$ cat config.mk
export PLATFORM = sky130hd
export DESIGN_NAME = tmds_encoder
export DESIGN_NICKNAME = d
export VERILOG_FILES = /design/src/rtl/tmds_encoder.sv
export SDC_FILE = /design/constraint.sdc
export NUM_CORES = 1
export LEC_CHECK = 0
export ABC_AREA = 1
export CORE_MARGIN = 8
export CORE_UTILIZATION = 62
export CTS_CLUSTER_DIAMETER = 60
export DETAILED_ROUTE_END_ITERATION = 12
export PLACE_DENSITY = 0.95
export SETUP_SLACK_MARGIN = 0.02
export SLEW_MARGIN = 10
export SYNTH_ARGS = -nofsm -noshare
export SYNTH_HDL_FRONTEND = slang
export SYNTH_SLANG_ARGS = --single-unit
$ cat constraint.sdc
create_clock -name pixclk -period 5.15 [get_ports pixclk]
set_clock_uncertainty 0.15 [all_clocks]
set_input_delay 1.03 -clock pixclk [delete_from_list [all_inputs] [get_ports pixclk]]
set_output_delay 1.03 -clock pixclk [all_outputs]
set_load 0.02 [all_outputs]
$ cat src/rtl/tmds_encoder.sv
// DVI/HDMI TMDS 8b/10b encoder: transition-minimising stage, then DC-balancing stage.
// Two register stages, one symbol per pixclk, no backpressure.
module tmds_encoder (
  input  logic       pixclk,
  input  logic       rst_n,
  input  logic       vde,
  input  logic [7:0] data,
  input  logic       c0,
  input  logic       c1,
  output logic [9:0] tmds
);

  function automatic logic [3:0] ones8(input logic [7:0] v);
    logic [3:0] n;
    n = '0;
    for (int i = 0; i < 8; i++) n = n + {3'b000, v[i]};
    return n;
  endfunction

  logic [3:0]        n1_data;
  logic              use_xnor;
  logic [8:0]        qm_next;

  logic [8:0]        qm;
  logic [3:0]        qm_ones;
  logic              vde_d;
  logic              c0_d;
  logic              c1_d;

  logic signed [4:0] cnt;
  logic signed [4:0] cnt_next;
  logic signed [4:0] diff;
  logic [9:0]        sym_next;

  always_comb begin
    n1_data  = ones8(data);
    use_xnor = (n1_data > 4'd4) || ((n1_data == 4'd4) && !data[0]);
    qm_next  = '0;
    qm_next[0] = data[0];
    for (int i = 1; i < 8; i++) begin
      qm_next[i] = use_xnor ? ~(qm_next[i-1] ^ data[i]) : (qm_next[i-1] ^ data[i]);
    end
    qm_next[8] = ~use_xnor;
  end

  always_ff @(posedge pixclk or negedge rst_n) begin
    if (!rst_n) begin
      qm      <= '0;
      qm_ones <= '0;
      vde_d   <= 1'b0;
      c0_d    <= 1'b0;
      c1_d    <= 1'b0;
    end else begin
      qm      <= qm_next;
      qm_ones <= ones8(qm_next[7:0]);
      vde_d   <= vde;
      c0_d    <= c0;
      c1_d    <= c1;
    end
  end

  // diff = n1q - n0q = 2*n1q - 8, always in -8..+8
  assign diff = $signed({qm_ones, 1'b0} - 5'd8);

  always_comb begin
    sym_next = 10'h354;
    cnt_next = '0;
    if (!vde_d) begin
      case ({c1_d, c0_d})
        2'b00:   sym_next = 10'h354;
        2'b01:   sym_next = 10'h0AB;
        2'b10:   sym_next = 10'h154;
        2'b11:   sym_next = 10'h2AB;
        default: sym_next = 10'h354;
      endcase
    end else if ((cnt == 5'sd0) || (diff == 5'sd0)) begin
      sym_next = {~qm[8], qm[8], qm[8] ? qm[7:0] : ~qm[7:0]};
      cnt_next = qm[8] ? (cnt + diff) : (cnt - diff);
    end else if (((cnt > 5'sd0) && (diff > 5'sd0)) || ((cnt < 5'sd0) && (diff < 5'sd0))) begin
      sym_next = {1'b1, qm[8], ~qm[7:0]};
      cnt_next = cnt + $signed({3'b000, qm[8], 1'b0}) - diff;
    end else begin
      sym_next = {1'b0, qm[8], qm[7:0]};
      cnt_next = cnt + diff - $signed({3'b000, ~qm[8], 1'b0});
    end
  end

  always_ff @(posedge pixclk or negedge rst_n) begin
    if (!rst_n) begin
      tmds <= 10'h354;
      cnt  <= '0;
    end else begin
      tmds <= sym_next;
      cnt  <= cnt_next;
    end
  end

endmodule

==> metrics.txt <==
Clock Root Buffer clkbuf_8; largest delay contributor family on the critical path adder cells; I/O pin total 23; dominant cells by area after synthesis dfrtp_1 (27%), ha_1 (13%), fa_1 (11%); CTS Buf Count 5; vias in the first global route 2073; Post-Synthesis Net Count 314; total die area 0.00587 sq mm; final worst slack -1.15 ns; Final nets 372; wire per inst 16.3 microns; Area Growth Syn to Fin 29.8%; MaxCap Viol Count 0; Chip Width 76.6 microns; Worst slew margin 0.589; largest net degree at the start of global routing 31; Max VDD drop 0.000306 V; Main synth FF type dfrtp_1; CTS clk-pin slew, worst paths 0.07 ns; Port Buf Inserts 22; H-tree depth 2; HPWL Detailed 4280 microns; Post-Route WL 6060 microns; Worst Setup Start Kind primary input; first-pass GRT wire length 9580 microns; crit path max fanout 4; count leader, synth nand2_1; sequential-to-total area share from yosys stat 0.332; r2r setup slk 2.61 ns; via/cell ratio 5.42; placed cell areas 0.00278 sq mm; fmax 0.159 GHz; clk_lat worst skew 0.28 ns; share of cells above drive strength 1 0.287; area share of the largest cell type after synthesis 0.274; DR pass1 iterations 4; crit-path max cell delay 0.56 ns; Final Slew Violations 0; static leakage 0.00152 uW; Buf/Inv on CP 7; Worst EP arrival 6.34 ns; final std cells w/o fill 372; CTS max path bufs 2; # placed instances 359; failing checks negative setup slack; Slew @ Worst Pin 0.610 ns; number of flops mapped to enable cells by yosys 0; ANT nets after route 0; num rows 22; GR Util All Layers 0.202; Placer Congestion 0.882; total grt overflow 0; data required time of the worst path 5.18 ns; Tmin final 6.30 ns; Worst setup EP type register; setup TNS -3.71 ns; Post-Layout Inst Area 0.00296 sq mm; drt drc 0; initial antenna violation count 0; Slowest-stage cell, CP fa_2; total number of vias 2016; CTS tree built; initial drt markers 156; status finished, violations left; synthesized flop and latch total 30; Hold Path Class register to register; fin util 0.821; post-place setup slack -1.91 ns; number of setup violations in the final report 4; Period Utilization, post-route 1.22; unrepaired setup endpoints after global routing true; Synth Instances 265; Crit Path Class primary input to register; Sink Count 30; largest area contributor in the netlist dfrtp_1; Starting Density 0.632; Die Ht 76.6 microns; Post-synth ARST share 1.00; Cell Pwr Density 735 mW/mm^2; synthesized cell area 0.00228 sq mm; Core ar. 0.00361 sq mm; Synth cell types 26; Avg Inst Size Synth 8.60 sq um; Antenna Cells 0; yosys warns 0; final-report hold violation count 0; critical path, cell by cell buf_8, inv_4, fa_1, fa_1, fa_1, inv_2, ha_4, fa_1, nor2_1, nand2_2, nand2_2, nand2_4, xor2_2, inv_2, fa_1, fa_1, inv_2, fa_2, ha_4, inv_2, fa_2, inv_1; cell repeated most along the worst path fa_1; top cells by count, synth nand2_1 (60), inv_1 (47), dfrtp_1 (25), ha_1 (23), nand3_1 (20)
power breakdown:
group          switching [uW]  internal [uW]
Sequential               78.0            348
Clock                    92.4            107
Combinational             892            658
placed cells by master (no fill, tap or decap), types with 3 or more instances in the layout:
cell type and n:
a21oi_1 7, nor2_1 10, dfrtp_1 25, inv_1 40, xnor2_1 6, nand2_2 17
nand3_2 4, buf_4 31, dfstp_2 5, fa_1 11, clkdlybuf4s50_1 19, clkbuf_8 6
nand3_1 18, inv_2 8, o21ai_0 10, ha_1 21, o21ai_2 5, nand2_1 55
xor2_1 3
cell type report:
type                    instances  area, sq um
fillers                       187          647
clock inverters                 2         12.5
well taps                      48         60.1
flip-flops and latches         30          757
clock buffers                   6         82.6
multi-input cells             183         1390
repair buffers                 53          464
inverters                      50          198
registers in the layout (all words and copies together), names as in the netlist:
name,cells
tmds,10
qm_ones,4
c0_d,1
qm,9
cnt,4
c1_d,1
vde_d,1
per-layer routing:
| layer | share of wire | up-vias | wire length (microns) | GRT usage |
|---|---|---|---|---|
| met5 | 0 | - | 0 | 0 |
| met1 | 0.37 | 979 | 2230 | 0.202 |
| met3 | 0.044 | 26 | 266 | 0.0330 |
| li1 | - | 930 | - | - |
| met2 | 0.55 | 81 | 3350 | 0.380 |
| met4 | 0.035 | 0 | 212 | 0.119 |
kinds of logic (layout without fill, tap and decap cells):
| logic type | count (synthesis) | after routing | synth area share |
|---|---|---|---|
| AND/OR/NAND/NOR | 109 | 109 | 0.214 |
| buffers and inverters | 52 | 111 | 0.0889 |
| AO/OA/AOI/OAI | 28 | 28 | 0.0867 |
| adder cells (fa/ha/maj) | 36 | 36 | 0.240 |
| XOR/XNOR | 10 | 10 | 0.0384 |
| flip-flops | 30 | 30 | 0.332 |
final timing paths:
| check | end | cells after the start | start |
|---|---|---|---|
| max in group asynchronous | tmds[8] | 2 | rst_n |
| worst min register to register | tmds[5] | 1 | qm[5] |
| min in group asynchronous | c0_d | 2 | rst_n |
| worst max-delay path | qm_ones[1] | 22 | data[3] |
| worst min-delay path | tmds[5] | 1 | qm[5] |
| worst max register to register | cnt[3] | 8 | qm[8] |
stage by stage:
stage                     total power (uW)  hold slack, ns
final                                 2180           0.320
after global routing                  2350           0.336
after CTS                             2120           0.316
after detailed placement              1850           0.313
after global placement                1710           0.297
after floorplan                       1410           0.287
repair_timing:
action | in CTS | in global routing
hold buffers | 0 | 0
setup endpoints to repair | 5 | 4
resized for setup | 19 | 11
pin swaps | 15 | 14
buffers inserted | 3 | 2
worst reg2reg max path, delay by kind of cell, from the launching register on:
kind	cells	cell delay (ns)
adder cells (fa/ha/maj)	2	1.02
buffers and inverters	3	0.36
AO/OA/AOI/OAI	2	0.32
flip-flops	1	0.50
XOR/XNOR	1	0.14
(Power assumes the default switching activity.)
